[src/rtl/apb_master_arbiter_if.sv]
// APB bus bundle shared between the arbiter (master) and the peripheral (slave).
// Handshake: in SETUP the master raises psel with penable low; in ACCESS it
// raises penable and holds paddr/pwrite/pwdata stable until the slave answers
// with pready=1, at which point prdata is sampled (reads) on that same edge.
interface apb_if #(
  parameter int ADDR_W = 32,
  parameter int DATA_W = 32
);
  logic              psel;
  logic              penable;
  logic              pwrite;
  logic [ADDR_W-1:0] paddr;
  logic [DATA_W-1:0] pwdata;
  logic [DATA_W-1:0] prdata;
  logic              pready;

  modport master (
    output psel, penable, pwrite, paddr, pwdata,
    input  prdata, pready
  );

  modport slave (
    input  psel, penable, pwrite, paddr, pwdata,
    output prdata, pready
  );
endinterface

[src/rtl/apb_master_arbiter.sv]
// Round-robin arbiter sharing one APB master port between NUM_REQ requesters.
// Requester handshake: a requester holds req_valid (with write/addr/wdata)
// until it sees a one-cycle req_ready; the completion comes back later as a
// one-cycle rsp_valid bit with rsp_rdata/rsp_err on the shared response bus.
// Optional macro APB_TIMEOUT_EN: abort an ACCESS phase after TIMEOUT_CYCLES
// cycles without pready and report it with rsp_err=1, rdata=32'hDEAD_BEEF.
module apb_master_arbiter #(
  parameter int NUM_REQ        = 2,
  parameter int ADDR_W         = 32,
  parameter int DATA_W         = 32,
  parameter int TIMEOUT_CYCLES = 16
) (
  input  logic                      clk,
  input  logic                      rst,
  input  logic [NUM_REQ-1:0]        req_valid,
  output logic [NUM_REQ-1:0]        req_ready,
  input  logic [NUM_REQ-1:0]        req_write,
  input  logic [NUM_REQ*ADDR_W-1:0] req_addr,
  input  logic [NUM_REQ*DATA_W-1:0] req_wdata,
  output logic [NUM_REQ-1:0]        rsp_valid,
  output logic [DATA_W-1:0]         rsp_rdata,
  output logic                      rsp_err,
  output logic [2:0]                grant_id,
  output logic                      busy,
  output logic [1:0]                state_dbg_o,
  apb_if.master                     apb
);

  typedef enum logic [1:0] {
    IDLE   = 2'd0,
    SETUP  = 2'd1,
    ACCESS = 2'd2
  } state_e;

  // Reject configurations the 3-bit grant index or the timeout counter cannot hold.
  if (NUM_REQ < 2 || NUM_REQ > 8 || TIMEOUT_CYCLES < 1) begin : g_bad_params
    $error("apb_master_arbiter: NUM_REQ must be 2..8 and TIMEOUT_CYCLES >= 1");
  end

  state_e              state_q, state_d;
  logic [2:0]          last_q, last_d;
  logic [2:0]          grant_id_q, grant_id_d;
  logic                psel_q, psel_d;
  logic                penable_q, penable_d;
  logic                pwrite_q, pwrite_d;
  logic [ADDR_W-1:0]   paddr_q, paddr_d;
  logic [DATA_W-1:0]   pwdata_q, pwdata_d;
  logic [NUM_REQ-1:0]  req_ready_q, req_ready_d;
  logic [NUM_REQ-1:0]  rsp_valid_q, rsp_valid_d;
  logic [DATA_W-1:0]   rsp_rdata_q, rsp_rdata_d;
  logic                found;
  logic [2:0]          pick;

`ifdef APB_TIMEOUT_EN
  localparam int CNT_W = $clog2(TIMEOUT_CYCLES + 1);
  logic [CNT_W-1:0]    cnt_q, cnt_d;
  logic                rsp_err_q, rsp_err_d;
`endif

  // Round-robin pick: first valid requester scanning upward from last_grant+1.
  always_comb begin
    found = 1'b0;
    pick  = '0;
    for (int k = 1; k <= NUM_REQ; k++) begin
      if (!found && |(req_valid & (NUM_REQ'(1) << ((int'(last_q) + k) % NUM_REQ)))) begin
        found = 1'b1;
        pick  = 3'((int'(last_q) + k) % NUM_REQ);
      end
    end
  end

  // FSM next state and next values of every registered output.
  always_comb begin
    state_d     = state_q;
    last_d      = last_q;
    grant_id_d  = grant_id_q;
    psel_d      = 1'b0;
    penable_d   = 1'b0;
    pwrite_d    = pwrite_q;
    paddr_d     = paddr_q;
    pwdata_d    = pwdata_q;
    req_ready_d = '0;
    rsp_valid_d = '0;
    rsp_rdata_d = '0;
`ifdef APB_TIMEOUT_EN
    cnt_d       = cnt_q;
    rsp_err_d   = 1'b0;
`endif
    case (state_q)
      IDLE: begin
        if (found) begin
          state_d     = SETUP;
          psel_d      = 1'b1;
          req_ready_d = NUM_REQ'(1) << pick;
          grant_id_d  = pick;
          last_d      = pick;
          pwrite_d    = |(req_write & (NUM_REQ'(1) << pick));
          paddr_d     = ADDR_W'(req_addr >> (int'(pick) * ADDR_W));
          pwdata_d    = DATA_W'(req_wdata >> (int'(pick) * DATA_W));
        end
      end
      SETUP: begin
        state_d   = ACCESS;
        psel_d    = 1'b1;
        penable_d = 1'b1;
`ifdef APB_TIMEOUT_EN
        cnt_d     = '0;
`endif
      end
      ACCESS: begin
        psel_d    = 1'b1;
        penable_d = 1'b1;
        // pready wins over the timeout when both land in the same cycle.
        if (apb.pready) begin
          state_d     = IDLE;
          psel_d      = 1'b0;
          penable_d   = 1'b0;
          rsp_valid_d = NUM_REQ'(1) << grant_id_q;
          rsp_rdata_d = pwrite_q ? '0 : apb.prdata;
        end
`ifdef APB_TIMEOUT_EN
        else if (cnt_q == CNT_W'(TIMEOUT_CYCLES - 1)) begin
          state_d     = IDLE;
          psel_d      = 1'b0;
          penable_d   = 1'b0;
          rsp_valid_d = NUM_REQ'(1) << grant_id_q;
          rsp_rdata_d = DATA_W'(32'hDEAD_BEEF);
          rsp_err_d   = 1'b1;
        end else begin
          cnt_d = cnt_q + CNT_W'(1);
        end
`endif
      end
      default: state_d = IDLE;
    endcase
  end

  // State and output registers; reset abandons any transfer in flight.
  always_ff @(posedge clk or posedge rst) begin
    if (rst) begin
      state_q     <= IDLE;
      last_q      <= 3'(NUM_REQ - 1);
      grant_id_q  <= '0;
      psel_q      <= 1'b0;
      penable_q   <= 1'b0;
      pwrite_q    <= 1'b0;
      paddr_q     <= '0;
      pwdata_q    <= '0;
      req_ready_q <= '0;
      rsp_valid_q <= '0;
      rsp_rdata_q <= '0;
`ifdef APB_TIMEOUT_EN
      cnt_q       <= '0;
      rsp_err_q   <= 1'b0;
`endif
    end else begin
      state_q     <= state_d;
      last_q      <= last_d;
      grant_id_q  <= grant_id_d;
      psel_q      <= psel_d;
      penable_q   <= penable_d;
      pwrite_q    <= pwrite_d;
      paddr_q     <= paddr_d;
      pwdata_q    <= pwdata_d;
      req_ready_q <= req_ready_d;
      rsp_valid_q <= rsp_valid_d;
      rsp_rdata_q <= rsp_rdata_d;
`ifdef APB_TIMEOUT_EN
      cnt_q       <= cnt_d;
      rsp_err_q   <= rsp_err_d;
`endif
    end
  end

`ifdef APB_TIMEOUT_EN
  assign rsp_err = rsp_err_q;
`else
  assign rsp_err = 1'b0;
`endif

  assign req_ready   = req_ready_q;
  assign rsp_valid   = rsp_valid_q;
  assign rsp_rdata   = rsp_rdata_q;
  assign grant_id    = grant_id_q;
  // psel is high exactly in SETUP and ACCESS.
  assign busy        = psel_q;
  assign state_dbg_o = state_q;
  assign apb.psel    = psel_q;
  assign apb.penable = penable_q;
  assign apb.pwrite  = pwrite_q;
  assign apb.paddr   = paddr_q;
  assign apb.pwdata  = pwdata_q;

endmodule

[src/flat_wrapper.sv]
// flat-port wrapper written by rule: the top's interface ports become plain ports
module apb_master_arbiter_flat 
#(
  parameter int NUM_REQ        = 2,
  parameter int ADDR_W         = 32,
  parameter int DATA_W         = 32,
  parameter int TIMEOUT_CYCLES = 16
)
  (clk, rst, req_valid, req_ready, req_write, req_addr, req_wdata, rsp_valid, rsp_rdata, rsp_err, grant_id, busy, state_dbg_o, apb_psel, apb_penable, apb_pwrite, apb_paddr, apb_pwdata, apb_prdata, apb_pready);
  apb_if #(.ADDR_W(ADDR_W), .DATA_W(DATA_W)) apb_i ();
  input  logic clk;
  input  logic rst;
  input  logic [NUM_REQ-1:0] req_valid;
  output logic [NUM_REQ-1:0] req_ready;
  input  logic [NUM_REQ-1:0] req_write;
  input  logic [NUM_REQ*ADDR_W-1:0] req_addr;
  input  logic [NUM_REQ*DATA_W-1:0] req_wdata;
  output logic [NUM_REQ-1:0] rsp_valid;
  output logic [DATA_W-1:0] rsp_rdata;
  output logic rsp_err;
  output logic [2:0] grant_id;
  output logic busy;
  output logic [1:0] state_dbg_o;
  output wire logic [$bits(apb_i.psel)-1:0] apb_psel;
  output wire logic [$bits(apb_i.penable)-1:0] apb_penable;
  output wire logic [$bits(apb_i.pwrite)-1:0] apb_pwrite;
  output wire logic [$bits(apb_i.paddr)-1:0] apb_paddr;
  output wire logic [$bits(apb_i.pwdata)-1:0] apb_pwdata;
  input wire logic [$bits(apb_i.prdata)-1:0] apb_prdata;
  input wire logic [$bits(apb_i.pready)-1:0] apb_pready;
  assign apb_psel = apb_i.psel;
  assign apb_penable = apb_i.penable;
  assign apb_pwrite = apb_i.pwrite;
  assign apb_paddr = apb_i.paddr;
  assign apb_pwdata = apb_i.pwdata;
  assign apb_i.prdata = apb_prdata;
  assign apb_i.pready = apb_pready;
  apb_master_arbiter #(.NUM_REQ(NUM_REQ), .ADDR_W(ADDR_W), .DATA_W(DATA_W), .TIMEOUT_CYCLES(TIMEOUT_CYCLES)) u_core (.clk(clk), .rst(rst), .req_valid(req_valid), .req_ready(req_ready), .req_write(req_write), .req_addr(req_addr), .req_wdata(req_wdata), .rsp_valid(rsp_valid), .rsp_rdata(rsp_rdata), .rsp_err(rsp_err), .grant_id(grant_id), .busy(busy), .state_dbg_o(state_dbg_o), .apb(apb_i));
endmodule
[config.mk]
export PLATFORM = sky130hd
export DESIGN_NAME = apb_master_arbiter_flat
export DESIGN_NICKNAME = d
export VERILOG_FILES = /design/src/rtl/apb_master_arbiter_if.sv /design/src/rtl/apb_master_arbiter.sv /design/src/flat_wrapper.sv
export SDC_FILE = /design/constraint.sdc
export NUM_CORES = 1
export LEC_CHECK = 0
export BUFFER_PORTS_ARGS = -buffer_cell sky130_fd_sc_hd__buf_2
export CAP_MARGIN = 20
export CORE_AREA = 2 2 109 111
export DETAILED_ROUTE_END_ITERATION = 16
export DIE_AREA = 0 0 111 113
export GPL_TIMING_DRIVEN = 0
export HOLD_SLACK_MARGIN = 0.1
export PLACE_DENSITY = 0.87
export SLEW_MARGIN = 30
export SYNTH_ARGS = -nofsm -noshare
export SYNTH_HDL_FRONTEND = slang
export SYNTH_SLANG_ARGS = --single-unit
[constraint.sdc]
create_clock -name clk -period 10.49 [get_ports clk]
set_clock_uncertainty 0.1 [all_clocks]
set_input_delay 1.5735 -clock clk [delete_from_list [all_inputs] [get_ports clk]]
set_output_delay 1.5735 -clock clk [all_outputs]
set_load 0.02 [all_outputs]
; Yosys cells after proc, flatten, opt, wreduce, memory -nomap -nowiden
; Cells that the tools add are included.
[op_classes]
addsub = 2
multipliers = 0
div_mod_pow = 0
magnitude_cmp = 0
eq_ne = 4
n_shift = 6
n_mux = 18
bitwise_logic = 5
reduce_logical = 8
[op_table]
columns = cell, n
row1 = right shift 64 x 8 -> 32 bit, 2
row2 = 2-to-1 mux 32 bit, 3
row3 = "<< shifter 1 x 32 -> 2 bit, first input constant", 2
row4 = 2-to-1 mux 2 bit, 6
row5 = AND 2 bit, 3
row6 = 2-to-1 mux 3 bit, 2
row7 = case mux 2 bit (3 select lines), 1
row8 = OR reduction 2 bit, 3
row9 = "<< shifter 1 x 3 -> 2 bit, first input constant", 2
row10 = 2-to-1 mux 1 bit, 4
row11 = AND reduction 2 bit, 2
row12 = case mux 1 bit (3 select lines), 1
row13 = "adder 1 bit, second input constant", 2
row14 = "AND 1 bit, first input constant", 2
row15 = "equality test 2 x 1 -> 1 bit, second input constant", 1
row16 = "equality test 2 bit, second input constant", 1
row17 = logical NOT 2 bit, 1
row18 = "inequality test 2 x 1 -> 1 bit, second input constant", 1
row19 = "inequality test 2 bit, second input constant", 1
row20 = case mux 1 bit (2 select lines), 1
row21 = logical AND 1 bit, 1
row22 = logical NOT 1 bit, 1
[totals]
reg_bits = 109
latch_bits = 0
ramBits = 0
rom_bits = 0
in_bits = 167
wordCells = 54
memories = 0

; Longest topological paths before layout
[logic_depth]
ltp_word = 12
mapped_depth = 7
mapped_depth_nobuf = 5

; Worst setup path before layout
; No wires, ideal clock.
[synth_timing]
kind = input-to-reg
from = input req_valid[1]
to = register u_core.paddr_q[23], in the netlist u_core.apb.paddr[23]
t_arrival_ns = 2.310
required_ns = 10.264
slack_ns = 7.954
path_stages = 4
path_cell_list = a21boi_2 and2_1 buf_2 a221o_1
[synth_via]
elab_chain_cells = 7
elab_cells_between_ends = 12
[synth_lines]
columns = item, line
row1 = "start, declared", flat_wrapper.sv:13  ; input logic [NUM_REQ-1:0] req_valid;
row2 = AND 2 bit, apb_master_arbiter.sv:65  ; if (!found && |(req_valid & (NUM_REQ'(1) << ((int'(last_q) + k) % NUM_REQ)))) begin
row3 = OR reduction 2 bit, apb_master_arbiter.sv:65
row4 = 2-to-1 mux 1 bit, apb_master_arbiter.sv:65
row5 = logical NOT 1 bit, apb_master_arbiter.sv:65
row6 = logical AND 1 bit, apb_master_arbiter.sv:65
row7 = 2-to-1 mux 3 bit or 2-to-1 mux 1 bit (tied branches), apb_master_arbiter.sv:65
row8 = right shift 64 x 8 -> 32 bit or AND reduction 2 bit (tied branches), --
row9 = "end signal, assigned", apb_master_arbiter.sv:163  ; paddr_q <= paddr_d;
row10 = "end, declared", apb_master_arbiter.sv:46  ; logic [ADDR_W-1:0] paddr_q, paddr_d;
; Parallel ways exist; a longest one is shown, timed or not.
; A chain may end at the register's enable or synchronous reset.

; Worst setup path in the final report
[layout_timing]
from = register u_core.psel_q, in the netlist u_core.apb.psel
to = output busy
[layout_rtl]
columns = item, line
row1 = "start, declared", apb_master_arbiter.sv:43  ; logic psel_q, psel_d;
row2 = "start signal, assigned", apb_master_arbiter.sv:160  ; psel_q <= psel_d;
row3 = "end, declared", flat_wrapper.sv:22  ; output logic busy;
; No word-level cell between the ends.

==> flow_summary_export.csv <==
group,metric,value,unit
placement,post-place-ws,7510,ps
die,placementRows,39,
die,fp.dieH,113,µm
logic_synthesis,ys_types,25,
critical_path,endpoint_kind,"primary output",
sta,slew_violations,0,
logic_synthesis,yosysSeqAreaShare,59.4,%
power_and_ir_drop,powerDensity,280,nW/µm²
final_layout,nFillCells,1023,
clocking,cts_resized,0,
clocking,clk_pin_slew,70,ps
clocking,numCtsBuffers,9,
power_and_ir_drop,p_leak,3.46,nW
critical_path,worst_path_max_delay_cell,"dfrtp_1",
logic_synthesis,yosysTopAreaCell,"dfrtp_1",
placement,placed_cell_area,6090,µm²
clocking,ctsHoldBuffers,0,
drt,drc,0,
clocking,postCtsSetupBuffers,0,
critical_path,path_class,"flip-flop to primary output",
final_layout,diodes,0,
sta,setup_tns,0,ps
sta,hold_viol_final,0,
clocking,cts.htree.levels,3,
sta,min_period,2680,ps
global_route,grt_pass1_wl,20300,µm
logic_synthesis,synth.top_cell.area_share,58.8,%
final_layout,nNetsFinal,908,
drt,vias_per_cell,4.72,
worst_hold_path,min_path_type,"flip-flop to flip-flop",
die,coreArea,11300,µm²
clocking,cts-root-buf,"clkbuf_16",
critical_path,critPathMaxFanout,2,
global_route,grt_usage,20.5,%
power_and_ir_drop,ir_worst_vdd,0.155,mV
drt,postRouteAntennaNets,0,
placement,place_congestion,0.808,
critical_path,start_kind,"flip-flop",
final_layout,final_common_cell,"buf_2",
global_route,overflow,0,
critical_path,required,8820,ps
final_layout,area_delta_synth_final,41.6,%
status,status,"finished clean",
die,die_w,111,µm
final_layout,finalInstanceArea,6380,µm²
logic_synthesis,synth_seq_cells,107,
logic_synthesis,avgSynthCellArea,10.0,µm²
drt,drt-initial-drc-count,208,
logic_synthesis,ys.warnings.count,0,
logic_synthesis,synthesis.area,4510,µm²
die,initial_core_util,40.0,%
sta,timing.fmax,0.373,GHz
critical_path,worstPathArrival,1010,ps
critical_path,crit_family,"flip-flops",
drt,finalWirelength,12800,µm
sta,setup_viol,0,
die,io_pins,277,
global_route,grt_pass1_vias,4306,
clocking,cts.sinks,107,
sta,grt_setup_unrepaired,"no",
final_layout,multi_input_area,1620,µm²
clocking,cts.path.max_buffers,2,
die,die-area,12500,µm²
critical_path,cp_slowest_stage_delay,390,ps
placement,port_buffers,273,
sta,period_share,25.6,%
logic_synthesis,synth_area_leaders,"dfrtp_1 59%, a21oi_1 11%, nor2_1 5.2%",
sta,fin_ws,7810,ps
drt,avgRoutedWirePerCell,14.5,µm
global_route,antenna_found_initial,0,
critical_path,crit_buf_inv,2,
logic_synthesis,netlist_instances,449,
final_layout,seq_area,2680,µm²
final_layout,drive_above_1_share,46.3,%
placement,dp_hpwl,10200,µm
clocking,clk_latency,330,ps
drt,first_pass_iters,4,
flow_run,cap_violations,0,
power_and_ir_drop,total_power,0.00179,W
final_layout,layout_common_cells,"289 x buf_2, 106 x dfrtp_1, 97 x a21oi_1",
critical_path,path_cells,"buf_4, buf_2",
global_route,grt_max_degree,57,
final_layout,fin_util,56.6,%
drt,vias,4176,
clocking,cts_tree,"yes",
-- state kept, by name (all words and copies together) (netlist names) --
register,flops
u_core.apb.paddr,32
u_core.req_ready,2
u_core.last_q,1
u_core.apb.pwrite,1
u_core.rsp_rdata,32
u_core.rsp_valid,2
u_core.grant_id,1
u_core.apb.psel,1
u_core.state_dbg_o,2
u_core.apb.penable,1
u_core.apb.pwdata,32
-- where the power goes --
part / switching (W) / internal [W] / total, W / leakage [nW]
Clock: 0.000141 / 0.000180 / 0.000321 / 0.148
Combinational: 0.000526 / 0.000298 / 0.000824 / 2.01
Sequential: 0.0000802 / 0.000565 / 0.000645 / 1.31
-- cells by family (layout without fill, tap and decap cells) --
group,after synthesis,in the layout,synth area share [%]
and+or+nand+nor,164,164,16.1
AOI/OAI and AO/OA,133,133,17.8
DFF,107,107,59.4
buffers and inverters,38,328,4.94
adders and majority gates,5,5,1.39
other,1,3,0.0832
muxes,1,1,0.250
-- final timing paths --
check | from | end | slack (ps) | depth (start not counted)
min in group asynchronous | rst | u_core.rsp_rdata[16] | 1160 | 2
hold / removal | u_core.grant_id[0] | u_core.rsp_valid[0] | 370 | 1
max in group asynchronous | rst | u_core.last_q[0] | 8470 | 3
setup / recovery | u_core.apb.psel | busy | 7810 | 2
setup reg to reg | u_core.state_dbg_o[1] | u_core.apb.pwdata[5] | 8540 | 7
hold reg to reg | u_core.grant_id[0] | u_core.rsp_valid[0] | 370 | 1
-- layer usage --
metal	share of wire, %	track usage, %
met5	0	0
met4	1.1	6.17
met3	8.1	5.41
met2	52	38.3
met1	39	23.1
-- metrics by stage --
stage | instances | hold slack [ps]
global placement | 867 | 354
finish | 884 | 369
floorplan | 451 | 419
CTS | 884 | 368
global route | 884 | 388
detailed placement | 868 | 361
-- cell usage after synthesis (all sizes together) --
master	n
dfstp	1
a221o	8
a21oi	117
a21o	1
inv	3
and2	33
nor2	62
clkbuf	7
and3	9
a21bo	1
buf	28
o21a	2
nor2b	2
dfrtp	106
a21boi	1
mux2	1
ha	5
conb	1
nand2	58
o21ai	2
a31oi	1
-- area by class of cell --
| type | count | area share (%) |
|---|---|---|
| buffer | 35 | 3.31 |
| clock buffer | 12 | 4.17 |
| clock inverter | 4 | 0.372 |
| inverter | 3 | 0.255 |
| multi-input combinational | 306 | 25.3 |
| sequential | 107 | 42.0 |
| tap | 143 | 2.80 |
| timing repair buffer | 274 | 21.8 |
Power figures use the tool's default switching activity.
